===== config.mk =====
export PLATFORM = sky130hd
export DESIGN_NAME = seven_seg_capture
export DESIGN_NICKNAME = d
export VERILOG_FILES = /design/src/rtl/seven_seg_pkg.sv /design/src/rtl/seven_seg_stable_filter.sv /design/src/rtl/seven_seg_capture.sv
export SDC_FILE = /design/constraint.sdc
export NUM_CORES = 1
export LEC_CHECK = 0
export BUFFER_PORTS_ARGS = -buffer_cell sky130_fd_sc_hd__clkbuf_2
export CORE_MARGIN = 2
export CORE_UTILIZATION = 27
export CTS_CLUSTER_DIAMETER = 200
export DETAILED_ROUTE_END_ITERATION = 8
export SLEW_MARGIN = 25
export SYNTH_ARGS = -nofsm -noshare
export SYNTH_HDL_FRONTEND = slang
export SYNTH_SLANG_ARGS = --single-unit
export TNS_END_PERCENT = 50

===== constraint.sdc =====
create_clock -name clk -period 5.34 [get_ports clk]
set_input_delay 0.534 -clock clk [delete_from_list [all_inputs] [get_ports clk]]
set_output_delay 0.534 -clock clk [all_outputs]
set_load 0.01 [all_outputs]

===== src/rtl/seven_seg_pkg.sv =====
// Shared seven-segment pattern set, capture FSM states and the pattern-to-nibble decoder.
package seven_seg_pkg;

    // Segment order is {g,f,e,d,c,b,a}; bit0 = a.
    typedef enum logic [6:0] {
        BLANK = 7'h00,
        D0    = 7'h3F,
        D1    = 7'h06,
        D2    = 7'h5B,
        D3    = 7'h4F,
        D4    = 7'h66,
        D5    = 7'h6D,
        D6    = 7'h7D,
        D7    = 7'h07,
        D8    = 7'h7F,
        D9    = 7'h6F,
        DA    = 7'h77,
        DB    = 7'h7C,
        DC    = 7'h39,
        DD    = 7'h5E,
        DE    = 7'h79,
        DF    = 7'h71,
        DASH  = 7'h40,
        UNDER = 7'h08,
        LH    = 7'h76,
        LL    = 7'h38,
        LP    = 7'h73,
        LU    = 7'h3E
    } seven_seg_t;

    localparam logic [6:0] SEG_BLANK = BLANK;

    typedef enum logic [1:0] {
        ST_IDLE,
        ST_TRACK,
        ST_HOLD
    } cap_state_t;

    typedef struct packed {
        logic       ok;
        logic       blank;
        logic [3:0] nibble;
    } seg_dec_t;

    function automatic seg_dec_t seg_to_hex(input logic [6:0] seg);
        seg_dec_t r;
        r = '{ok: 1'b1, blank: 1'b0, nibble: 4'h0};
        case (seg)
            D0:        r.nibble = 4'h0;
            D1:        r.nibble = 4'h1;
            D2:        r.nibble = 4'h2;
            D3:        r.nibble = 4'h3;
            D4:        r.nibble = 4'h4;
            D5:        r.nibble = 4'h5;
            D6:        r.nibble = 4'h6;
            D7:        r.nibble = 4'h7;
            D8:        r.nibble = 4'h8;
            D9:        r.nibble = 4'h9;
            DA:        r.nibble = 4'hA;
            DB:        r.nibble = 4'hB;
            DC:        r.nibble = 4'hC;
            DD:        r.nibble = 4'hD;
            DE:        r.nibble = 4'hE;
            DF:        r.nibble = 4'hF;
            SEG_BLANK: begin
                r.ok    = 1'b0;
                r.blank = 1'b1;
            end
            default:   r.ok = 1'b0;
        endcase
        return r;
    endfunction

endpackage


===== src/rtl/seven_seg_stable_filter.sv =====
// Synchronizes the raw anode/segment bus, normalises polarity and strobes once when a pattern
// has been sampled STABLE_CYCLES times in a row.
module seven_seg_stable_filter #(
    parameter int NUM_DIGITS     = 4,
    parameter int STABLE_CYCLES  = 4,
    parameter int AN_ACTIVE_LOW  = 1,
    parameter int SEG_ACTIVE_LOW = 0
) (
    input  logic                  clk,
    input  logic                  rst_n,
    input  logic                  run,
    input  logic [NUM_DIGITS-1:0] an_i,
    input  logic [6:0]            seg_i,
    output logic [NUM_DIGITS-1:0] an,
    output logic [6:0]            seg,
    output logic                  changed,
    output logic                  stable
);
    localparam int W  = NUM_DIGITS + 7;
    localparam int CW = $clog2(STABLE_CYCLES + 1);
    localparam logic [CW-1:0] CNT_MAX = CW'(STABLE_CYCLES);
    localparam logic [CW-1:0] CNT_ARM = CW'(STABLE_CYCLES - 1);
    localparam logic [W-1:0]  POL     = {{NUM_DIGITS{AN_ACTIVE_LOW != 0}}, {7{SEG_ACTIVE_LOW != 0}}};

    logic [W-1:0]  meta;
    logic [W-1:0]  sync;
    logic [W-1:0]  s_norm;
    logic [W-1:0]  prev;
    logic [CW-1:0] cnt;

    assign s_norm  = sync ^ POL;
    assign an      = s_norm[W-1:7];
    assign seg     = s_norm[6:0];
    assign changed = (s_norm != prev);
    // Fires on the cycle whose edge takes cnt to STABLE_CYCLES, so the commit lands on that edge.
    assign stable  = run && !changed && (cnt == CNT_ARM);

    always_ff @(posedge clk or negedge rst_n) begin
        if (!rst_n) begin
            meta <= '0;
            sync <= '0;
            prev <= '0;
            cnt  <= '0;
        end else begin
            meta <= {an_i, seg_i};
            sync <= meta;
            prev <= s_norm;
            if (!run)
                cnt <= '0;
            else if (changed)
                cnt <= CW'(1);
            else if (cnt != CNT_MAX)
                cnt <= cnt + 1'b1;
        end
    end

endmodule


===== src/rtl/seven_seg_capture.sv =====
// Captures a multiplexed seven-segment scan back into per-digit nibbles and
// reports complete frames plus a sticky protocol error.
module seven_seg_capture
    import seven_seg_pkg::*;
#(
    parameter int NUM_DIGITS     = 4,
    parameter int STABLE_CYCLES  = 4,
    parameter int AN_ACTIVE_LOW  = 1,
    parameter int SEG_ACTIVE_LOW = 0
) (
    input  logic                    clk,
    input  logic                    rst_n,
    input  logic                    en_i,
    input  logic                    clr_err_i,
    input  logic [NUM_DIGITS-1:0]   an_i,
    input  logic [6:0]              seg_i,
    output logic [4*NUM_DIGITS-1:0] digits_o,
    output logic [NUM_DIGITS-1:0]   hex_ok_o,
    output logic [NUM_DIGITS-1:0]   blank_o,
    output logic                    frame_valid_o,
    output logic                    err_o
);
    cap_state_t            state;
    cap_state_t            state_next;
    logic                  run;
    logic [NUM_DIGITS-1:0] an;
    logic [6:0]            seg;
    logic                  changed;
    logic                  stable;
    seg_dec_t              dec;
    logic                  commit;
    logic                  err_set;
    logic [NUM_DIGITS-1:0] commit_mask;
    logic [NUM_DIGITS-1:0] seen;
    logic                  frame_done;

    assign run = en_i && (state != ST_IDLE);

    seven_seg_stable_filter #(
        .NUM_DIGITS    (NUM_DIGITS),
        .STABLE_CYCLES (STABLE_CYCLES),
        .AN_ACTIVE_LOW (AN_ACTIVE_LOW),
        .SEG_ACTIVE_LOW(SEG_ACTIVE_LOW)
    ) u_filter (
        .clk    (clk),
        .rst_n  (rst_n),
        .run    (run),
        .an_i   (an_i),
        .seg_i  (seg_i),
        .an     (an),
        .seg    (seg),
        .changed(changed),
        .stable (stable)
    );

    assign dec         = seg_to_hex(seg);
    assign commit_mask = commit ? an : '0;
    assign frame_done  = &seen;

    always_comb begin
        state_next = state;
        commit     = 1'b0;
        err_set    = 1'b0;
        case (state)
            ST_IDLE: begin
                if (en_i)
                    state_next = ST_TRACK;
            end
            ST_TRACK: begin
                if (!en_i) begin
                    state_next = ST_IDLE;
                end else if (stable) begin
                    if ($onehot(an)) begin
                        commit     = 1'b1;
                        err_set    = !dec.ok && !dec.blank;
                        state_next = ST_HOLD;
                    end else if (an != '0) begin
                        err_set    = 1'b1;
                        state_next = ST_HOLD;
                    end
                end
            end
            ST_HOLD: begin
                if (!en_i)
                    state_next = ST_IDLE;
                else if (changed)
                    state_next = ST_TRACK;
            end
            default: state_next = ST_IDLE;
        endcase
    end

    always_ff @(posedge clk or negedge rst_n) begin
        if (!rst_n)
            state <= ST_IDLE;
        else
            state <= state_next;
    end

    always_ff @(posedge clk or negedge rst_n) begin
        if (!rst_n) begin
            digits_o      <= '0;
            hex_ok_o      <= '0;
            blank_o       <= '0;
            frame_valid_o <= 1'b0;
            err_o         <= 1'b0;
            seen          <= '0;
        end else begin
            frame_valid_o <= frame_done;
            // A commit on the frame-close edge belongs to the next frame.
            seen          <= (frame_done ? '0 : seen) | commit_mask;
            err_o         <= err_set | (err_o & ~clr_err_i);
            for (int unsigned i = 0; i < NUM_DIGITS; i++) begin
                if (commit_mask[i]) begin
                    digits_o[4*i +: 4] <= dec.nibble;
                    hex_ok_o[i]        <= dec.ok;
                    blank_o[i]         <= dec.blank;
                end
            end
        end
    end

endmodule


==> out/metrics.cfg <==
[status]
run_status=finished, final reports clean

[global_routing]
first_global_vias=1737
grt_antenna_before_repair=0
overflow=0
grt_first_pass_wirelength_mm=8.907
grt_max_degree=69
grt_util_all_layers_pct=10.45

[critical_path]
timing.critical_path.mode_cell=sky130_fd_sc_hd__ha_1
critical-path-top-delay-family=simple AND/OR/NAND/NOR gates
peak_fanout_along_the_critical_path=7
worst_path_max_delay_cell=sky130_fd_sc_hd__fa_1
critical_path_class=flip-flop to flip-flop
critical_path_startpoint_category=flip-flop
critical_path.cell_chain=fa_1 > inv_1 > ha_1 > ha_1 > nor3b_1 > nand2_1 > nor3_2 > mux2_2
cp_launch_point=u_filter.sync[10]
r2r-start=u_filter.sync[10]
cp_data_required_time_ns=5.57
r2r_setup_slack_ns=2.24
critical_path_buf_inv_count=1
critPathCaptureType=flip-flop
critical_path.max_stage_delay_ns=0.55
worst-endpoint-arrival_ns=3.33

[power]
comb_power_share_pct=4.7
p_leak_nw=1.634
switching_power_uw=221.9
sw_frac_of_total_pct=22.05
intPower_uw=784.4
power-per-cell-area_nw_per_um2=302.5
worst_ir_drop_vdd_uv=129.2
clockPowerShare_pct=41.0
power.sequential.fraction_pct=54.3

[finish]
ratio_of_cells_with_drive_above_1_in_the_final_layout_pct=32.30
flow.area_growth_from_synthesis_pct=18.81
fillCellCount=1066
antenna_cells_inserted=0
finish.utilization_pct=32.67
design.final.nets=276
postLayoutCellArea_um2=3327

[routing]
ant_nets=0
detail_route.drc_violations=0
via_per_inst=4.422
detail_route.iter0.violations=92
route.vias.total=1738
route.final.wire_length_mm=5.226
routedWlPerCell_um=13.30
drt_first_pass_iters=4

[cts]
numClockSinks=68
clock_latency_ns=0.34
post_cts_buffers=0
htree_levels=3
clk_path_buf_depth=2
numCtsBuffers=9
ctsHoldBuffers=0
cts_root_buffer=sky130_fd_sc_hd__clkbuf_8
tritoncts_clock_tree=built
post_cts_resize_count=0
cts.reportedPaths.clkPinSlew_ns=0.07

[floorplan]
io_pins=41
floorplan.rows=37
floorplan.initialDensity_pct=27.49
design.core.area_um2=10180
dieArea_um2=11200
fp.dieW_um=105.8
die_height_um=105.8

[sta]
timing.max_slew.rel_slack_pct=43.17
setup_viol=0
worst_clock_skew_ns=0.009817
fmax_mhz=322.2
fin_crit_sh_pct=58.13
setup-tns-final_ns=0
worst_pin_slew_ns=0.8524
setup_repair_after_global_routing_missed_its_margin=no
fin_hold_ws_ns=0.2935
finalMaxSlewViolations=0
post-route-worst-setup-slack_ns=2.236
hold_violations=0
timing.final.crit_period_ns=3.104

[logic_synthesis]
seq_area_frac_synth_pct=60.77
yosys_warnings=0
cell_area_after_synthesis_um2=2800
synth.most_common_cell=sky130_fd_sc_hd__dfrtp_1
mappedNetlistNets=232
synth.lib_cells_used.distinct=42
synth_top_cells_by_area=sky130_fd_sc_hd__dfrtp_1 (61%), sky130_fd_sc_hd__mux2_2 (9.7%), sky130_fd_sc_hd__xor2_1 (2.8%)
synth_top_flop_cell=sky130_fd_sc_hd__dfrtp_1
yosysTopAreaCell=sky130_fd_sc_hd__dfrtp_1
post-synth-top-area-fraction_pct=60.77
yosys_register_bits=68
number_of_enable_type_register_cells_in_the_synthesized_netlist=0
netlist_instances=210
synthesis.area_per_instance_um2=13.33
synthTopCellsByCount=sky130_fd_sc_hd__dfrtp_1 (68), sky130_fd_sc_hd__mux2_2 (24), sky130_fd_sc_hd__inv_1 (14)
asyncSetResetFlopFracSynth_pct=100.0

[job]
max_cap_violations=0

[placed_design]
portBuffers=40
dpl-instance-area_um2=3137
routability_congestion=0.8203
post-place-ws_ns=2.178
dp.final_hpwl_mm=3.661

[hold_path]
timing.hold.worst.start=an_i[0]
hold_path.class=primary input to flip-flop

==> path summary, 6_finish.rpt <==
check / depth (start not counted) / end
min: 1 / u_filter.meta[7]
min in group asynchronous: 2 / u_filter.sync[2]
min reg2reg: 0 / u_filter.sync[2]
max: 8 / hex_ok_o[3]
max in group asynchronous: 2 / digits_o[13]
max reg2reg: 8 / hex_ok_o[3]
==> worst reg2reg max path: cells and delay by family (launching register included) <==
family / cells / cell delay, ns
simple gates: 3 / 1.11
fa+ha+maj: 3 / 0.98
flops: 1 / 0.45
mux: 1 / 0.40
buf+inv: 1 / 0.04
==> cells in the final DEF, fill, tap and decap left out, types with 4 or more instances in the layout <==
master and instances:
sky130_fd_sc_hd__dfrtp_1 68, sky130_fd_sc_hd__nor2_1 7, sky130_fd_sc_hd__mux2_2 24, sky130_fd_sc_hd__xor2_1 9, sky130_fd_sc_hd__nor3_1 4, sky130_fd_sc_hd__nand3_1 6
sky130_fd_sc_hd__ha_1 6, sky130_fd_sc_hd__clkbuf_2 39, sky130_fd_sc_hd__nand2_1 8, sky130_fd_sc_hd__xnor2_1 6, sky130_fd_sc_hd__inv_1 14, sky130_fd_sc_hd__clkbuf_8 11
sky130_fd_sc_hd__a21o_1 4
==> stage by stage <==
step	total power, mW	std cells
after detailed placement	0.6049	379
after global routing	1.050	393
after global placement	0.6035	379
final	1.006	393
after CTS	1.021	393
after floorplan	0.5804	210
==> power groups by stage <==
stage | registers (mW) | clock network, mW | logic, mW
final | 0.546 | 0.413 | 0.0469
after global routing | 0.549 | 0.446 | 0.0549
after CTS | 0.547 | 0.426 | 0.0487
after detailed placement | 0.556 | 0 | 0.0484
after global placement | 0.556 | 0 | 0.0476
after floorplan | 0.546 | 0 | 0.0342
==> flip-flops by register name (all words and copies together), names as in the netlist <==
register       count
u_filter.meta     11
blank_o            4
u_filter.cnt       3
frame_valid_o      1
err_o              1
seen               4
u_filter.sync     11
hex_ok_o           4
state              2
u_filter.prev     11
digits_o          16
==> layout make-up <==
| class | instances | area [µm²] | area share [%] |
|---|---|---|---|
| clock buffer | 12 | 155.1 | 4.663 |
| clock inverter | 2 | 35.03 | 1.053 |
| inverter | 14 | 52.55 | 1.580 |
| multi-input combinational | 120 | 1005 | 30.20 |
| sequential | 68 | 1702 | 51.15 |
| tap | 136 | 170.2 | 5.115 |
| timing repair buffer | 41 | 207.7 | 6.243 |
==> cells by family after synthesis <==
group	share of synthesized area, %
adders and majority gates	3.396
AOI/OAI and AO/OA	6.657
DFF	60.77
muxes	10.37
buffers and inverters	3.351
xor gates and xnor gates	4.692
and+or+nand+nor	10.77
==> metal layers <==
layer	routed length, µm	part of all wire (%)	up-vias	global-route usage [%]
li1	-	-	833	-
met1	2381	46	855	13.80
met2	2487	48	38	15.85
met3	223	4.3	12	2.474
met4	134	2.6	0	5.639
met5	0	0	-	0
No activity file was read; power rests on OpenSTA's default activity.
